### src/rtl/seq_magnitude_comparator.sv
// Multi-cycle MSB-first magnitude comparator with valid/ready handshakes.
// Compares CHUNK bits per cycle and stops at the first differing chunk.
module seq_magnitude_comparator #(
  parameter  int WIDTH = 16,
  parameter  int CHUNK = 4,
  localparam int CW    = $clog2(WIDTH / CHUNK) + 1
) (
  input  logic             clk,
  input  logic             rst,
  input  logic             in_valid,
  output logic             in_ready,
  input  logic [WIDTH-1:0] a,
  input  logic [WIDTH-1:0] b,
  input  logic             is_signed,
  output logic             out_valid,
  input  logic             out_ready,
  output logic             equal,
  output logic             greater,
  output logic             less,
  output logic [CW-1:0]    chunks,
  output logic             busy
);

  localparam int N  = WIDTH / CHUNK;
  localparam int KW = (N > 1) ? $clog2(N) : 1;

  typedef enum logic [1:0] {
    IDLE,
    CMP,
    DONE
  } state_t;

  state_t           state_q, state_d;
  logic [WIDTH-1:0] a_q, a_d;
  logic [WIDTH-1:0] b_q, b_d;
  logic [KW-1:0]    k_q, k_d;
  logic             eq_q, eq_d;
  logic             gt_q, gt_d;
  logic             lt_q, lt_d;
  logic [CW-1:0]    chunks_q, chunks_d;

  logic [WIDTH-1:0] sign_mask;
  logic [CHUNK-1:0] ca, cb;

  // Flipping the sign bit of both operands maps two's-complement order onto unsigned order.
  always_comb begin
    sign_mask            = '0;
    sign_mask[WIDTH-1]   = is_signed;
  end

  always_comb begin
    ca = '0;
    cb = '0;
    for (int unsigned i = 0; i < N; i++) begin
      if (k_q == KW'(i)) begin
        ca = a_q[WIDTH-1-i*CHUNK -: CHUNK];
        cb = b_q[WIDTH-1-i*CHUNK -: CHUNK];
      end
    end
  end

  always_comb begin
    state_d  = state_q;
    a_d      = a_q;
    b_d      = b_q;
    k_d      = k_q;
    eq_d     = eq_q;
    gt_d     = gt_q;
    lt_d     = lt_q;
    chunks_d = chunks_q;
    case (state_q)
      IDLE: begin
        if (in_valid) begin
          a_d     = a ^ sign_mask;
          b_d     = b ^ sign_mask;
          k_d     = '0;
          state_d = CMP;
        end
      end
      CMP: begin
        if (ca != cb) begin
          eq_d     = 1'b0;
          gt_d     = (ca > cb);
          lt_d     = (ca < cb);
          chunks_d = CW'(k_q) + CW'(1);
          state_d  = DONE;
        end else if (k_q == KW'(N - 1)) begin
          eq_d     = 1'b1;
          gt_d     = 1'b0;
          lt_d     = 1'b0;
          chunks_d = CW'(N);
          state_d  = DONE;
        end else begin
          k_d = k_q + KW'(1);
        end
      end
      DONE: begin
        if (out_ready) begin
          state_d = IDLE;
        end
      end
      default: state_d = IDLE;
    endcase
  end

  always_ff @(posedge clk or posedge rst) begin
    if (rst) begin
      state_q  <= IDLE;
      a_q      <= '0;
      b_q      <= '0;
      k_q      <= '0;
      eq_q     <= 1'b0;
      gt_q     <= 1'b0;
      lt_q     <= 1'b0;
      chunks_q <= '0;
    end else begin
      state_q  <= state_d;
      a_q      <= a_d;
      b_q      <= b_d;
      k_q      <= k_d;
      eq_q     <= eq_d;
      gt_q     <= gt_d;
      lt_q     <= lt_d;
      chunks_q <= chunks_d;
    end
  end

  assign in_ready  = (state_q == IDLE) && !rst;
  assign out_valid = (state_q == DONE);
  assign busy      = (state_q != IDLE);
  assign equal     = eq_q;
  assign greater   = gt_q;
  assign less      = lt_q;
  assign chunks    = chunks_q;

endmodule

### config.mk
export PLATFORM = sky130hd
export DESIGN_NAME = seq_magnitude_comparator
export DESIGN_NICKNAME = d
export VERILOG_FILES = /design/src/rtl/seq_magnitude_comparator.sv
export SDC_FILE = /design/constraint.sdc
export NUM_CORES = 1
export LEC_CHECK = 0
export ABC_AREA = 1
export BUFFER_PORTS_ARGS = -buffer_cell sky130_fd_sc_hd__clkbuf_2
export CAP_MARGIN = 40
export CORE_MARGIN = 2
export CORE_UTILIZATION = 49
export DETAILED_ROUTE_END_ITERATION = 10
export MAX_ROUTING_LAYER = met4
export PLACE_DENSITY_LB_ADDON = 0.25
export SETUP_SLACK_MARGIN = 0.05
export SYNTH_ARGS = -nofsm -noshare
export SYNTH_HDL_FRONTEND = slang
export SYNTH_SLANG_ARGS = --single-unit
### constraint.sdc
create_clock -name clk -period 2.13 [get_ports clk]
set_input_delay 0.426 -clock clk [delete_from_list [all_inputs] [get_ports clk]]
set_output_delay 0.426 -clock clk [all_outputs]
set_load 0.005 [all_outputs]
== Yosys cells after proc, flatten, opt, wreduce, memory -nomap -nowiden ==
Cells that the tools add are included.
Word-level totals
  register bits after elaboration: 42
  latch bits: 0
  bits in writable memories: 0
  bits in read-only memories: 0
  output and inout bits: 9
  logic and storage cells: 60
  memories: 0
Operators by class
  $add $sub $neg: 2
  multiply operators: 0
  div/mod/pow operators: 0
  magnitude comparators: 2
  equal/unequal tests: 11
  shifts and indexed selects: 0
  multiplexer cells: 24
  bitwise gates (word level): 2
  reductions and logical operators: 11
Operator list (number)
  4-bit two-way mux: 8
  16-bit XOR: 2
  2-bit two-way mux: 7
  2-bit == test (second input constant): 3
  3-bit two-way mux: 2
  2-bit inequality test (second input constant): 3
  2-bit one-hot mux with 3 select lines: 1
  2-bit nonzero test: 3
  1-bit two-way mux: 5
  2-bit by 1-bit == test with 1-bit output (second input constant): 2
  4-bit > comparator: 1
  2-bit zero test: 2
  4-bit < comparator: 1
  4-bit inequality test: 1
  2-bit one-hot mux with 2 select lines: 1
  2-bit AND reduction: 2
  4-bit AND reduction: 1
  2-bit by 1-bit adder with 3-bit output (second input constant): 1
  3-bit inequality test (second input constant): 1
  3-bit AND reduction: 1
  2-bit by 1-bit adder with 2-bit output (second input constant): 1
  2-bit by 1-bit inequality test with 1-bit output (second input constant): 1
  1-bit logical AND: 1
  1-bit zero test: 1

== Depth between registers and ports, before layout ==
  depth after elaboration: 8
  depth in mapped cells: 17
  mapped depth without buffers: 16

== Worst setup path before layout ==
No wires, ideal clock.
  path kind: register -> register
  start: register k_q[0]
  end: register lt_q, in the netlist less
  setup time: 113 ps
  data arrival time: 1867 ps
  required time: 2017 ps
  slack: 150 ps
  cell stages (with the launch flop): 15
  path buffers: 1
  cell sequence: dfrtp_1 ha_1 inv_1 buf_2 nand2_1 o211ai_1 a21oi_1 ha_1 nand2_1 nor2_4 inv_1 nand2_1 nand2_1 nand2_1 inv_1
On the way
  word-level cells in the longest chain between the ends: 8
  elaborated cells between the ends (all ways): 17
  classes of those cells: 1 x order compare; 4 x eq/ne; 9 x mux; 3 x reduce/logical
RTL lines
  start: declaration: RTL line 36  | logic [KW-1:0] k_q, k_d;
  start signal: assignment: RTL line 120  | k_q <= k_d;
  parallel branches: the longest is 8 deep, another holds 4-bit < comparator
  end signal: assignment: RTL line 123  | lt_q <= lt_d;
  end: declaration: RTL line 39  | logic lt_q, lt_d;
Several ways; the timed one is not identified.
A chain may end at the register's enable or synchronous reset.

== Final worst setup path ==
  start: register k_q[1]
  end: register state_q[1]
On the way
  word-level cells in the longest chain between the ends: 8
  elaborated cells between the ends (all ways): 17
  classes of those cells: 5 x eq/ne; 10 x mux; 2 x reduce/logical
RTL lines
  2-bit zero test: RTL line 55  | if (k_q == KW'(i)) begin
  4-bit two-way mux (4 in series): RTL line 55
  4-bit inequality test: RTL line 81  | if (ca != cb) begin
  3-bit inequality test (no source line) / 2-bit two-way mux (equally long branches)
  3-bit AND reduction (no source line) / 2-bit one-hot mux with 3 select lines (equally long branches)
  end signal: assignment: RTL line 117  | state_q <= state_d;
  end: declaration: RTL line 33  | state_t state_q, state_d;
Several ways; a longest one is shown, not always the timed one.

==> impl_metrics.toml <==
[critical_path]
cp_max_fo = 4
r2r-start = "k_q[1]"
setup.worst_path.end_class = "flip-flop"
crit_slowest_cell = "dfrtp_1"
worst-setup-path-type = "reg -> reg"
r2r_end = "state_q[1]"
startpoint_type = "flip-flop"
reg2reg_slack_ps = 30
arrival_ps = 2280
cp_num_buf_inv = 3
r2r_cells = 14
critPathTopFamily = "simple AND/OR/NAND/NOR gates"
worstPathCellList = "inv_2, ha_4, inv_4, buf_6, nand2_2, o211ai_1, nand2_1, o21ai_1, ha_1, nand2_2, nor2_4, nand2_4, nand2_4, o31ai_1"
cp_slowest_stage_delay_ps = 410
crit_required_ps = 2300

[floorplanning]
dieArea_um2 = 4920
die_x_um = 70.1
rows = 24
die_h_um = 70.1
initial_core_util = 0.499
top_level_ports = 46
core_um2 = 4290

[clock_tree]
numCtsBuffers = 5
clock_sinks = 42
clockBufferDepth = 2
insertion_delay_ps = 290
cts_root_buf = "clkbuf_8"
tritoncts = "done"
path_clk_slew_ps = 70
h-tree-depth = 2
cts_hold_buf = 0

[place]
portBuffers = 45
place_area_um2 = 2430
dp_hpwl_um = 3120
preCtsSetupSlack_ps = -69.6
gp_congestion = 0.866

[logic_synthesis]
syn_area_um2 = 2140
syn_nets = 313
synth_top_area_frac = 0.491
synthesis.instances = 268
ys_ff_latch = 42
yosys_warnings = 0
avgSynthCellArea_um2 = 7.99
synth_top_area_cell = "dfrtp_1"
netlist_top_cells_area = "dfrtp_1, nand2_1, ha_1, a21oi_1, inv_1"
synth-seq-area-share = 0.491
ys_types = 25

[final_layout]
drive_gt1_frac = 0.316
final_util = 0.615
fin_area_um2 = 2640
diodes = 0
nets = 369
syn_to_final_growth_pct = 23.2

[sta]
fin_worst_skew_ps = 2.79
slew_headroom = 0.647
rsz0062_at_grt = "true"
drv_slew = 0
finalSetupViolations = 0
hold_viol = 0
period_share = 0.988
worst_pin_slew_ps = 529
max_freq_ghz = 0.475
finalCriticalPeriod_ps = 2100
setup_slack_ps = 26.5
hold_slack_ps = 248

[pwr]
swShare = 0.420
power_density_nw_per_um2 = 1440
p_sw_uw = 1590
combPwrFrac = 0.512
leakage_uw = 0.00147
seqPwrFrac = 0.357
clock_power_share = 0.132
p_int_uw = 2200
irDropWorstVdd_mv = 0.719

[global_routing]
grt_pass1_wl_um = 7750
first_global_vias = 1759
antenna_found_initial = 0
grt_use_total = 0.203
grt_overflow_total = 0
grt_max_degree = 43

[drt]
viasPerCell = 4.76
drt.antenna.violating_nets = 0
drc = 0
drt-pass1-iter-count = 5
drt_iter0_drc = 87
wire_per_inst_um = 11.6
wirelength_um = 4350
via_count = 1785

[flow_run]
drv_cap = 0

[outcome]
status = "complete, no violations"

[worst_hold_path]
min_path_type = "in -> async"
==> sequential cells by signal (all words and copies together), names as in the netlist <==
register and count:
b_q 16, a_q 16, k_q 2, equal 1, chunks 3, state_q 2
less 1, greater 1
==> worst max path at each step <==
stage | start | depth (start not counted) | to | slack (ps)
after floorplan | k_q[0] | 14 | less | 150
after global placement | k_q[1] | 16 | less | 8
after detailed placement | k_q[1] | 16 | less | -70
after CTS | k_q[1] | 16 | less | 50
after global routing | k_q[1] | 14 | state_q[1] | -130
final | k_q[1] | 14 | state_q[1] | 30
==> power groups by stage <==
stage | clock [uW] | combinational (uW) | sequential (uW)
floorplan | 0 | 1350 | 1310
global placement | 0 | 1680 | 1360
detailed placement | 0 | 1720 | 1360
CTS | 518 | 1910 | 1350
global route | 539 | 2220 | 1400
finish | 500 | 1940 | 1350
==> timing repair <==
action,CTS,global route
pin swaps,6,10
setup buffers,3,0
hold endpoints to repair,0,0
setup endpoints to repair,9,10
gates resized for setup,22,10
==> logic make-up after synthesis <==
kind of cell | Yosys count | share of synthesized area
AND/OR/NAND/NOR | 153 | 0.290
flip-flops | 42 | 0.491
buffers and inverters | 32 | 0.0759
AO/OA/AOI/OAI | 31 | 0.0882
adder cells (fa/ha/maj) | 8 | 0.0467
XOR/XNOR | 2 | 0.00818
==> routing by layer <==
metal	track usage	part of all wire	vias to the layer above
li1	-	-	941
met1	0.274	0.49	791
met3	0.0433	0.055	9
met2	0.303	0.43	44
met5	-	0	-
met4	0.0791	0.024	0
==> area by class of cell <==
cell class	instances	area (um2)
tap	52	65.1
multi-input combinational	194	1010
fill	408	1660
clock buffer	6	82.6
inverter	23	91.3
sequential	42	1050
timing repair buffer	58	334
==> metrics by stage <==
| stage | cells | setup TNS, ps | total power, uW |
|---|---|---|---|
| 2_1_floorplan | 268 | 0 | 2660 |
| 3_3_place_gp | 366 | 0 | 3030 |
| 3_5_place_dp | 366 | -240 | 3080 |
| 4_1_cts | 375 | 0 | 3790 |
| 5_1_grt | 375 | -825 | 4160 |
| 6_report | 375 | 0 | 3800 |
==> cell usage in the layout, fill, tap and decap left out, drive strengths merged <==
| master | netlist | final |
|---|---|---|
| a21oi | 14 | 14 |
| buf | 9 | 13 |
| clkbuf | 0 | 51 |
| dfrtp | 42 | 42 |
| ha | 8 | 8 |
| inv | 23 | 23 |
| nand2 | 132 | 132 |
| nand3 | 6 | 6 |
| nor2 | 11 | 11 |
| o211ai | 5 | 5 |
| o21ai | 11 | 11 |
| o31ai | 1 | 1 |
| or2 | 4 | 4 |
| xnor2 | 2 | 2 |
==> cell usage after synthesis <==
library cell  count
or2_1             2
buf_6             1
nor2_2            1
o211ai_1          5
or2_2             2
a21oi_1          14
nand3_1           5
o21ai_1           2
ha_1              8
buf_4             1
inv_2             4
buf_8             2
o31ai_1           1
xnor2_1           2
buf_2             5
dfrtp_1          42
o21ai_2           5
inv_1            18
nor2_4            1
o21ai_0           4
nand3_4           1
nor2_1            9
nand2_2           3
nand2_1         129
inv_4             1
==> tightest hold or removal path, stage by stage <==
cell	delay [ps]
clkbuf_2	90
inv_1	40
buf_4	430
Note: power is estimated with default switching activity, not from simulation.
